==> src/rtl/csrs_rmw_ctrl.sv <==
// csrs_rmw_ctrl: Zicsr read-modify-write sequencer in front of a CSR bank.
// Define CSRS_RMW_TIMEOUT_EN to bound the wait for CSR_RVALID by TIMEOUT_CYCLES.
module csrs_rmw_ctrl #(
  parameter int TIMEOUT_CYCLES = 16
) (
  input  logic        CLK,
  input  logic        RST,
  input  logic        REQ_VALID,
  output logic        REQ_READY,
  input  logic [11:0] REQ_ADDR,
  input  logic [1:0]  REQ_OP,
  input  logic [31:0] REQ_SRC,
  input  logic        REQ_NORD,
  input  logic        REQ_NOWR,
  input  logic        FLUSH,
  output logic        CSR_RDEN,
  output logic [11:0] CSR_RADDR,
  input  logic        CSR_RVALID,
  input  logic [31:0] CSR_RDATA,
  output logic        CSR_WREN,
  output logic [11:0] CSR_WADDR,
  output logic [31:0] CSR_WDATA,
  output logic        RES_VALID,
  input  logic        RES_READY,
  output logic [31:0] RES_DATA,
  output logic        RES_ERR
);
  typedef enum logic [2:0] {IDLE, READ, WAIT, WRITE, RESP} state_t;
  state_t state, state_nx;
  logic [11:0] addr;
  logic [1:0] op;
  logic [31:0] src, old;
  logic wr, err;
  logic acc, acc_rd, acc_wr, acc_err, got_rd, timed_out;
  assign acc = state == IDLE && REQ_VALID && !FLUSH;
  assign acc_wr = !(REQ_OP[1] && REQ_NOWR);
  assign acc_rd = !(REQ_OP == 2'b01 && REQ_NORD);
  assign acc_err = REQ_OP == 2'b00 || (acc_wr && REQ_ADDR[11:10] == 2'b11);
  assign got_rd = state == WAIT && CSR_RVALID && !FLUSH;
`ifdef CSRS_RMW_TIMEOUT_EN
  localparam logic [7:0] TO_LIM = 8'(TIMEOUT_CYCLES);
  logic [7:0] cnt;
  always_ff @(posedge CLK)
    if (!RST || state != WAIT) cnt <= '0;
    else if (!CSR_RVALID) cnt <= cnt + 8'd1;
  assign timed_out = state == WAIT && !CSR_RVALID && !FLUSH && cnt + 8'd1 == TO_LIM;
`else
  assign timed_out = 1'b0 & (TIMEOUT_CYCLES == 0);
`endif
  always_ff @(posedge CLK)
    state <= !RST ? IDLE : state_nx;
  // old stays 0 unless a read returns, so errors and unread RWs report 0
  always_ff @(posedge CLK)
    if (!RST) begin
      addr <= '0;
      op   <= '0;
      src  <= '0;
      wr   <= 1'b0;
      err  <= 1'b0;
      old  <= '0;
    end else if (acc) begin
      addr <= REQ_ADDR;
      op   <= REQ_OP;
      src  <= REQ_SRC;
      wr   <= acc_wr;
      err  <= acc_err;
      old  <= '0;
    end else if (got_rd) old <= CSR_RDATA;
    else if (timed_out) err <= 1'b1;
  always_comb begin
    state_nx = state;
    case (state)
      IDLE:    if (acc) state_nx = acc_err ? RESP : acc_rd ? READ : WRITE;
      READ:    state_nx = FLUSH ? IDLE : WAIT;
      WAIT:    state_nx = FLUSH ? IDLE : CSR_RVALID ? (wr ? WRITE : RESP) : timed_out ? RESP : WAIT;
      WRITE:   state_nx = FLUSH ? IDLE : RESP;
      RESP:    if (FLUSH || RES_READY) state_nx = IDLE;
      default: state_nx = IDLE;
    endcase
  end
  always_comb begin
    REQ_READY = RST && state == IDLE;
    CSR_RDEN  = RST && state == READ;
    CSR_RADDR = CSR_RDEN ? addr : '0;
    CSR_WREN  = RST && state == WRITE;
    CSR_WADDR = CSR_WREN ? addr : '0;
    CSR_WDATA = !CSR_WREN ? '0 : op == 2'b01 ? src : op == 2'b10 ? (old | src) : (old & ~src);
    RES_VALID = RST && state == RESP;
    RES_DATA  = RES_VALID ? old : '0;
    RES_ERR   = RES_VALID && err;
  end
endmodule

==> config.mk <==
export PLATFORM = sky130hd
export DESIGN_NAME = csrs_rmw_ctrl
export DESIGN_NICKNAME = d
export VERILOG_FILES = /design/src/rtl/csrs_rmw_ctrl.sv
export SDC_FILE = /design/constraint.sdc
export NUM_CORES = 1
export LEC_CHECK = 0
export BUFFER_PORTS_ARGS = -buffer_cell sky130_fd_sc_hd__buf_4
export CORE_MARGIN = 5
export CORE_UTILIZATION = 40
export DETAILED_ROUTE_END_ITERATION = 16
export PLACE_DENSITY = 0.81
export SYNTH_ARGS = -nofsm -noshare
export SYNTH_HDL_FRONTEND = slang
export SYNTH_SLANG_ARGS = --single-unit
==> constraint.sdc <==
create_clock -name CLK -period 2.8 [get_ports CLK]
set_input_delay 0.56 -clock CLK [delete_from_list [all_inputs] [get_ports CLK]]
set_output_delay 0.56 -clock CLK [all_outputs]
set_load 0.01 [all_outputs]
======== After elaboration in Yosys (flattened, before gate mapping) ========
Index checks and enable logic that the tools add are counted.
operators by class
  equality and inequality tests ........... 10
  reductions and logical operators ........ 20
  bitwise operators ....................... 4
  muxes and demuxes ....................... 16
operators by type and width
  kind                                           count
  two-way mux 32 bit                             4
  bitwise AND 32 bit                             1
  NOT 32 bit                                     1
  bitwise OR 32 bit                              1
  two-way mux 12 bit                             2
  two-way mux 3 bit                              7
  one-hot mux 3 bit (5 select lines)             1
  logical AND 1 bit                              12
  == test 3 x 2 -> 1 bit, second input constant  2
  == test 2 x 1 -> 1 bit, second input constant  2
  == test 2 bit, second input constant           2
  two-way mux 2 bit                              2
  != test 2 bit, second input constant           2
  == test 3 x 1 -> 1 bit, second input constant  1
  == test 3 bit, second input constant           1
  zero test 3 bit                                1
  zero test 1 bit                                2
  zero test 2 bit                                1
  logical OR 1 bit                               2
  AND reduction 2 bit                            1
  OR reduction 2 bit                             1
  NOT 1 bit                                      1
word-level totals
  input port bits ......................... 86
  flip-flop bits (word level) ............. 83
  word-level logic and storage cells ...... 57

======== Longest topological paths before layout ========
Gate-level depths: netlist of run 1.
  word-level depth ........................ 7
  depth in mapped cells ................... 7
  gate-level depth less buffers ........... 4

======== Worst setup path before layout of run 1 ========
OpenSTA, ideal clock, no wires.
  path type ............................... register -> output
  start ................................... reg op[0]
  end ..................................... out CSR_WDATA[22]
  buffers on the path ..................... 2
  slack ................................... 0.612 ns
  stages on the path, launching flop included .. 6
  data required time ...................... 2.240 ns
  data arrival time ....................... 1.628 ns
  path through ............................ dfxtp_1 -> clkbuf_1 -> buf_2 -> xnor2_1 -> nor2_1 -> a2111oi_0
on the way
  longest elaborated chain between the ends .. 4
  elaborated cells between the ends (all ways) .. 5
  classes of those cells .................. eq/ne: 2; mux: 3
RTL lines
  what                                line  source
  start, declared                     31    logic [1:0] op;
  start signal, assigned              56    op <= '0;
  start signal, assigned              63    op <= REQ_OP;
  == test 2 bit                       87    CSR_WDATA = !CSR_WREN ? '0 : op == 2'b01 ? src : op == 2'b10 ? (old | src) : (old & ~src);
  two-way mux 32 bit                  87
  two-way mux 32 bit * (2 in series)  87
  end, declared                       22    output logic [31:0] CSR_WDATA,
Every way passes the cells marked *; elsewhere a longest branch is shown, timed or not.

======== Worst setup path after layout of run 1 ========
  start ................................... reg op[0]
  end ..................................... out CSR_WDATA[26]
Same word-level chain as after synthesis.

==> results.json, run 1 <==
{
  "status": "finished, final reports clean",
  "dp.cells": 761,
  "cp-start-kind": "flop",
  "drv_slew": 0,
  "netlist_area_mm2": 0.00408,
  "clkSlewWorstSetupHoldPaths_ps": 90,
  "first_pass_iters": 4,
  "dieArea_mm2": 0.0123,
  "grt_util_all_layers_pct": 20.5,
  "ys_ff_latch": 83,
  "hold_viol": 0,
  "die_y_um": 111,
  "num_rows": 36,
  "clkPwrFrac_pct": 38.2,
  "cts_sinks": 83,
  "intPower_mw": 1.91,
  "clockBufferDepth": 2,
  "worstSetupPathType": "flop to output pin",
  "path_max_fanout": 19,
  "postCtsHoldBufs": 0,
  "min_path_cells": 2,
  "syn2layout_area_growth_pct": 40.4,
  "mostFrequentLayoutCells": "187 x buf_4, 83 x nand2_1, 82 x dfxtp_1",
  "overflow": 0,
  "first_global_vias": 4061,
  "reg2reg_slack_ps": 800,
  "drt_wl_total_um": 13000,
  "worstHoldEndpoint": "src[10]",
  "cp.required_ps": 2240,
  "hold_start": "REQ_SRC[10]",
  "ant_nets": 0,
  "final_common_cell": "buf_4",
  "core_mm2": 0.00986,
  "start_util_pct": 41.3,
  "layout-drive-gt1-share_pct": 34.9,
  "fmax_mhz": 384,
  "die_w_um": 111,
  "synth_warnings": 0,
  "ios": 179,
  "slew_headroom_pct": 35.1,
  "r2r_start": "state[1]",
  "drcViolationCount": 0,
  "syn-num-nets": 565,
  "power.density_mw_per_mm2": 443,
  "cts_buffers": 9,
  "total_leakage_power_nw": 2.36,
  "tns_ps": 0,
  "min_period_ps": 2610,
  "fin_cells": 777,
  "tightest_slew_ps": 973,
  "skew_ps": 14.1,
  "wl_per_cell_um": 16.8,
  "placed_area_mm2": 0.00547,
  "worstPathArrival_ps": 2050,
  "fin_area_mm2": 0.00572,
  "ir_drop_uv": 320,
  "place.gp.congestion": 0.866,
  "post_drt_via_cell_ratio": 5.24,
  "reg2reg_depth": 4,
  "drtIter0Drc": 207,
  "async_reset_ff_share_pct": 0,
  "grt_max_degree": 48,
  "rsz0062_at_grt": "no",
  "grt_pass1_wl_um": 20900,
  "worst_skew_pair.late_latency_ps": 350,
  "p_sw_share_pct": 24.6,
  "h-tree-depth": 3,
  "synth-edff-count": 0,
  "cp-end-kind": "output pin",
  "fin_nets": 725,
  "cts_root_buf": "clkbuf_8",
  "synthCells": 479,
  "max_cap_violations": 0,
  "yosysSeqAreaShare_pct": 40.8,
  "seq_power_share_pct": 49.7,
  "synthFlopType": "dfxtp_1",
  "dp_hpwl_um": 9350,
  "cts_tree": "built",
  "r2r_end": "src[29]",
  "finalSetupViolCount": 0,
  "yosysUniqueCellTypes": 37,
  "final_util_pct": 58.0,
  "synth_area_per_cell_um2": 8.51,
  "antenna_found_initial": 0,
  "vias": 4072,
  "p_sw_mw": 0.623,
  "num_antenna_cells": 0,
  "period_share_pct": 93.1,
  "p_comb_share_pct": 12.0,
  "hold_class": "input pin to flop",
  "portBuffers": 178
}
-- sequential cells by signal, indices dropped and copies added (netlist names) --
register,flops
src,32
err,1
addr,12
state,3
wr,1
op,2
old,32
-- Yosys cell counts (2+ instances only) --
master	count	area, um2
inv_1	2	7.51
a22o_1	46	403
and2_1	60	375
nand3b_1	12	90.1
or4_1	2	15.0
nor2_1	42	158
buf_4	5	37.5
xnor2_1	20	175
dfxtp_1	83	1660
nor2b_1	3	18.8
a21oi_1	46	230
a21o_1	2	15.0
nand2_1	83	312
buf_6	4	45.0
clkbuf_1	18	67.6
buf_2	12	60.1
a2111oi_0	10	87.6
a2111oi_2	10	150
-- stage by stage --
step,power [mW],hold WS (ps),setup WS (ps)
3_3_place_gp,1.58,428,483
4_1_cts,2.56,399,20.7
2_1_floorplan,1.45,418,612
3_5_place_dp,1.59,437,358
5_1_grt,2.65,396,47.9
6_report,2.54,414,193
-- worst max-delay path by stage --
stage / to / depth (start not counted) / startpoint / slack, ps
finish: CSR_WDATA[26] / 5 / op[0] / 190
global route: CSR_WDATA[11] / 3 / state[1] / 50
CTS: CSR_WDATA[28] / 5 / op[0] / 20
detailed placement: CSR_WADDR[4] / 6 / RST / 360
global placement: CSR_WADDR[0] / 6 / RST / 480
floorplan: CSR_WDATA[22] / 5 / op[0] / 610
-- kinds of logic after synthesis --
group / after synthesis / synth area share (%)
buf+inv: 43 / 5.56
xor+xnor: 21 / 4.51
flops: 83 / 40.8
compound gates: 121 / 23.0
simple gates: 211 / 26.2
-- timing repair --
action,in CTS,in global routing
hold endpoints to repair,0,0
setup endpoints to repair,7,21
gates cloned,0,0
gates resized for setup,1,8
buffers inserted,0,0
-- area by class of cell --
class	count	area, um2
fillers	874	4140
multi-input cells	353	2220
flip-flops and latches	83	1660
repair buffers	189	1440
well taps	133	166
clock buffers	11	141
clock inverters	5	85.1
inverters	3	15.0
-- critical path, stage by stage, from the launching register on --
cell	delay (ps)
dfxtp_1	460
buf_6	280
xnor2_1	150
nor2_1	50
a2111oi_0	530
buf_4	220
-- power by group through the flow --
stage,Combinational (mW),Clock (mW),Sequential (mW)
final,0.306,0.969,1.26
after global routing,0.332,1.05,1.27
after CTS,0.304,0.998,1.26
after detailed placement,0.303,0,1.29
after global placement,0.293,0,1.29
after floorplan,0.171,0,1.27
-- routing by layer --
metal | track usage, % | wire, um | vias to the layer above
li1 | - | - | 1974
met1 | 24.4 | 5330 | 1941
met2 | 36.6 | 6690 | 147
met3 | 5.40 | 879 | 10
met4 | 5.58 | 133 | 0
met5 | 0 | 0 | -
Note: power is estimated with default switching activity, not from simulation.
==> run 2: changes to the inputs <==
--- a/config.mk
+++ b/config.mk
@@ -5,11 +5,12 @@
 export SDC_FILE = /design/constraint.sdc
 export NUM_CORES = 1
 export LEC_CHECK = 0
+export ABC_AREA = 1
 export BUFFER_PORTS_ARGS = -buffer_cell sky130_fd_sc_hd__buf_4
 export CORE_MARGIN = 5
 export CORE_UTILIZATION = 40
 export DETAILED_ROUTE_END_ITERATION = 16
-export PLACE_DENSITY = 0.81
+export PLACE_DENSITY = 0.82
 export SYNTH_ARGS = -nofsm -noshare
 export SYNTH_HDL_FRONTEND = slang
 export SYNTH_SLANG_ARGS = --single-unit
==> run 2 against run 1 <==
  * Non-clock buffer count did not move
  * Design area shrank 4.2%
  * Combinational power down 2%
  * Hold slack improved by 41 ps
==> results.json, run 2 <==
{
  "status": "finished, final reports clean",
  "synth_warnings": 0,
  "yosysTopAreaCell": "dfxtp_1",
  "cts-resized-gates": 0,
  "grt_pass1_wl_um": 18100,
  "fin_ws_ps": 235,
  "path_delay_family": "buffers and inverters",
  "ios": 179,
  "cts_tree": "built",
  "overflow": 0,
  "fill_cells": 870,
  "worstSetupPathType": "flop to output pin",
  "slew_headroom_pct": 55.1,
  "path_buf_inv": 3,
  "final_common_cell": "buf_4",
  "yosysUniqueCellTypes": 21,
  "wl_met1_um": 4810,
  "synth_common_cells": "135 x inv_1, 101 x nor2_1, 83 x dfxtp_1",
  "post_drt_via_cell_ratio": 4.85,
  "dp_slack_ps": 610,
  "yosysSeqAreaShare_pct": 43.2,
  "dieArea_mm2": 0.0117,
  "layout-drive-gt1-share_pct": 30.8,
  "dr_wl_met2_um": 5600,
  "met3WireLength_um": 986,
  "seqCellArea_mm2": 0.00166,
  "reg2reg_slack_ps": 1160,
  "netlist_area_mm2": 0.00385,
  "cp-start-kind": "flop",
  "path_max_fanout": 17,
  "mostFrequentLayoutCells": "189 x buf_4, 135 x inv_1, 100 x nor2_1",
  "ys_ff_latch": 83,
  "cts_root_buf": "clkbuf_8",
  "hold_class": "input pin to flop",
  "dp.cells": 815,
  "cp-endpoint": "CSR_WDATA[4]",
  "path_cells": "inv_1, nor2_1, nor2_2, buf_4, a211oi_1, buf_4",
  "drcViolationCount": 0,
  "clockBufferDepth": 2,
  "cp.depth": 6,
  "worstPathArrival_ps": 2010,
  "hold_viol": 0,
  "synthFlopType": "dfxtp_1",
  "drtIter0Drc": 181,
  "ir_drop_uv": 276,
  "die_w_um": 108,
  "grt_util_all_layers_pct": 19.1,
  "cts_buffers": 9,
  "total_leakage_power_nw": 2.42,
  "synth.top_cell.area_share_pct": 43.2,
  "num_antenna_cells": 0,
  "min_period_ps": 2570,
  "wl_per_cell_um": 13.9,
  "rsz0062_at_grt": "no",
  "multi_input_area_mm2": 0.00152,
  "grt_max_degree": 56,
  "top_regs": "old x32, src x32, addr x12",
  "power.density_mw_per_mm2": 447,
  "antenna_found_initial": 0,
  "first_global_vias": 3896,
  "whs_ps": 455,
  "cp-end-kind": "output pin",
  "slowest_delay_ps": 540,
  "fmax_mhz": 390,
  "fin_area_mm2": 0.00548,
  "cp.required_ps": 2240,
  "syn2layout_area_growth_pct": 42.5,
  "final_util_pct": 58.8,
  "placed_area_mm2": 0.00527,
  "cp_slowest_cell": "nor2_2",
  "syn-num-nets": 619,
  "r2r_end": "src[9]",
  "core_mm2": 0.00933,
  "start_util_pct": 41.3,
  "synthTopCellsByArea": "dfxtp_1 43%, inv_1 13%, a211oi_1 12%",
  "top_layer": "met4",
  "clkSlewWorstSetupHoldPaths_ps": 90,
  "die_y_um": 108,
  "fin_nets": 783,
  "num_rows": 35,
  "yosysMostFrequentCell": "inv_1",
  "reg2reg_depth": 5,
  "skew_ps": 9.41,
  "ant_nets": 0,
  "drv_slew": 0,
  "worst_skew_pair.late_latency_ps": 350,
  "synth-edff-count": 0,
  "postCtsHoldBufs": 0,
  "first_pass_iters": 4,
  "vias": 4031,
  "async_reset_ff_share_pct": 0,
  "min_path_cells": 3,
  "crit_path_start": "op[0]",
  "tns_ps": 0,
  "fin_cells": 831,
  "p_total_mw": 2.45,
  "h-tree-depth": 3,
  "dp_hpwl_um": 8440,
  "cts_sinks": 83,
  "period_share_pct": 91.6,
  "portBuffers": 178,
  "crit_top_cell": "buf_4",
  "r2r_start": "state[0]",
  "synthCells": 533,
  "drt_wl_total_um": 11500,
  "tightest_slew_ps": 672,
  "max_cap_violations": 0,
  "place.gp.congestion": 0.844,
  "finalSetupViolCount": 0,
  "post-cts-setup-buffer-count": 0,
  "synth_area_per_cell_um2": 7.22
}
run 2: cell types whose count changed after synthesis, sizes merged, moves of 4 or more:
cell	before	now
and2	60	0
a2111oi	20	0
nor2	42	102
a22o	46	0
nand4	0	4
inv	3	137
a211oi	0	64
nand3b	12	0
xnor2	20	0
a21oi	46	35
nand2	83	15
o22ai	1	48
run 2: worst min path at each step:
stage | startpoint | endpoint | slack (ps)
after floorplan | old[0] | old[0] | 450
after global routing | REQ_SRC[25] | src[25] | 440
final | REQ_SRC[14] | src[14] | 460
after detailed placement | old[8] | old[8] | 470
after global placement | old[11] | old[11] | 460
after CTS | REQ_SRC[14] | src[14] | 440
run 2: final cells by class:
type	instances	share of cell area (%)
tap	129	2.94
multi-input combinational	277	27.6
inverter	137	9.38
sequential	83	30.3
timing repair buffer	189	25.9
clock inverter	5	1.10
clock buffer	11	2.76
run 2: per-layer routing:
metal	track usage [%]	up-vias
li1	-	2050
met1	23.1	1821
met2	34.1	147
met3	4.12	13
met4	5.14	0
met5	0	-
run 2: worst reg2reg max path, cell delays in order, from the launching register on:
cell	delay, ps
dfxtp_1	390
nor2_2	160
nand2_2	110
o21ai_4	150
buf_4	520
o22ai_1	180
run 2: kinds of logic after synthesis:
logic type      count (synthesis)  synth area share [%]
buf+inv                       173                  17.7
simple gates                  126                  13.2
compound gates                151                  25.9
flops                          83                  43.2
run 2: where the power goes:
part	total (mW)	switching, mW	internal [mW]
registers	1.25	0.0287	1.22
logic	0.300	0.162	0.139
clock network	0.898	0.433	0.464
==> run 3: changes to the inputs <==
--- a/config.mk
+++ b/config.mk
@@ -9,6 +9,7 @@
 export BUFFER_PORTS_ARGS = -buffer_cell sky130_fd_sc_hd__buf_4
 export CORE_MARGIN = 5
 export CORE_UTILIZATION = 40
+export CTS_BUF_LIST = sky130_fd_sc_hd__clkbuf_4 sky130_fd_sc_hd__clkbuf_8
 export DETAILED_ROUTE_END_ITERATION = 16
 export PLACE_DENSITY = 0.82
 export SYNTH_ARGS = -nofsm -noshare
==> constraint.sdc (replaced) <==
create_clock -name CLK -period 2.8 [get_ports CLK]
set_input_delay 0 -clock CLK [delete_from_list [all_inputs] [get_ports CLK]]
set_output_delay 0 -clock CLK [all_outputs]
set_load 0.01 [all_outputs]
==> run 3 against run 2 <==
  * Sequential power is essentially flat
  * Clock skew grew 1.7 ps
  * Routed wire length rose by 17%
  * Global-route usage rose by 3.5 points
  * Total power rose by 9.8%
  * Critical path depth did not move
  * Count of clock-buffer cells in the layout rose by 1
  * Non-clock buffer count is 82 higher
  * Sequential cell count stayed put
  * Maximum frequency increased by 21%
  * Cell count grew 9.9%
  * Design area grew 16%
  * Highest routed layer unchanged
==> results.json, run 3 (same netlist as run 2, synthesis figures left out) <==
{
  "status": "finished, final reports clean",
  "ir_drop_uv": 238,
  "ant_nets": 0,
  "rsz0062_at_grt": "no",
  "fin_area_mm2": 0.00636,
  "final_common_cell": "buf_4",
  "drt_wl_total_um": 13500,
  "place.gp.congestion": 0.842,
  "clockBufferDepth": 2,
  "drtIter0Drc": 175,
  "num_antenna_cells": 0,
  "first_pass_iters": 4,
  "finalSetupViolCount": 0,
  "mostFrequentLayoutCells": "186 x buf_4, 135 x inv_1, 100 x nor2_1",
  "placed_area_mm2": 0.00529,
  "core_mm2": 0.00933,
  "h-tree-depth": 3,
  "layout-drive-gt1-share_pct": 27.4,
  "portBuffers": 178,
  "hold_viol": 0,
  "dp_hpwl_um": 8780,
  "dieArea_mm2": 0.0117,
  "num_rows": 35,
  "start_util_pct": 41.3,
  "total_leakage_power_nw": 2.80,
  "cp-end-kind": "output pin",
  "worst_skew_pair.late_latency_ps": 340,
  "crit_path_start": "state[2]",
  "wl_per_cell_um": 14.8,
  "drv_slew": 0,
  "hold_start": "FLUSH",
  "min_period_ps": 2130,
  "fin_nets": 865,
  "reg2reg_depth": 6,
  "antenna_found_initial": 0,
  "vias": 4348,
  "die_y_um": 108,
  "min_path_cells": 6,
  "tightest_slew_ps": 628,
  "power.density_mw_per_mm2": 423,
  "r2r_start": "state[0]",
  "first_global_vias": 4431,
  "ios": 179,
  "grt_max_degree": 61,
  "slew_headroom_pct": 58.0,
  "skew_ps": 11.1,
  "cts_root_buf": "clkbuf_8",
  "cp.required_ps": 2800,
  "max_cap_violations": 0,
  "grt_util_all_layers_pct": 22.5,
  "post_drt_via_cell_ratio": 4.76,
  "worstSetupPathType": "flop to output pin",
  "syn2layout_area_growth_pct": 65.4,
  "fmax_mhz": 471,
  "die_w_um": 108,
  "grt_pass1_wl_um": 21200,
  "cts_sinks": 83,
  "overflow": 0,
  "clkSlewWorstSetupHoldPaths_ps": 80,
  "hold_class": "input pin to flop",
  "period_share_pct": 75.9,
  "top_regs": "old x32, src x32, addr x12",
  "p_total_mw": 2.69,
  "tns_ps": 0,
  "path_max_fanout": 18,
  "cts_buffers": 9,
  "cp-start-kind": "flop",
  "drcViolationCount": 0,
  "cts_tree": "built",
  "worstPathArrival_ps": 2130
}
run 3: cell types whose count changed in the layout (fill, tap and decap cells not counted), moves of 2 or more:
| cell | change |
|---|---|
| buf_12 | +2 |
| dlygate4sd3_1 | +83 |
| bufinv_16 | +2 |
| clkbuf_8 | -2 |
| clkbuf_4 | +3 |
| buf_4 | -3 |
run 3: timing repair:
action                                 CTS  global route
hold buffers                            83             0
endpoints found under the hold margin   81             0
buffers inserted                         0             0
resized for setup                        0             0
run 3: layout make-up:
type | instances | area, um2
fillers | 717 | 2960
repair buffers | 271 | 2270
flip-flops and latches | 83 | 1660
multi-input cells | 277 | 1520
inverters | 137 | 514
well taps | 129 | 161
clock buffers | 12 | 146
clock inverters | 4 | 98.8
run 3: power by group:
part / internal, mW / switching [mW]
clock network: 0.625 / 0.410
registers: 1.22 / 0.0291
logic: 0.217 / 0.186
total: 2.07 / 0.625
run 3: final timing paths:
check / end / slack, ps
worst min-delay path: state[2] / 110
worst max register to register: src[16] / 1000
worst min register to register: old[14] / 490
worst max-delay path: RES_DATA[10] / 670
run 3: metrics by stage:
| step | worst slack, ps | instances | util (%) | hold WS (ps) |
|---|---|---|---|---|
| 2_1_floorplan | 1560 | 533 | - | 145 |
| 3_3_place_gp | 1120 | 814 | 56.7 | 244 |
| 3_5_place_dp | 1060 | 814 | 56.7 | 254 |
| 4_1_cts | 683 | 913 | 68.2 | 86.5 |
| 5_1_grt | 520 | 913 | 68.2 | 169 |
| 6_report | 675 | 913 | 68.2 | 115 |
run 3: worst max-delay path, stage by stage (launching register included):
cell and delay, ps:
dfxtp_1 400, inv_1 100, nor3_1 200, nand2_1 430
buf_4 380, nor2_1 130, buf_4 140
run 3: metal layers:
metal  vias to the layer above  routed length, um  track usage (%)
li1                       2207                  -                -
met1                      1968               5430             25.5
met2                       153               7040             42.0
met3                        20                816             5.19
met4                         0                221             6.67
met5                         -                  0                0
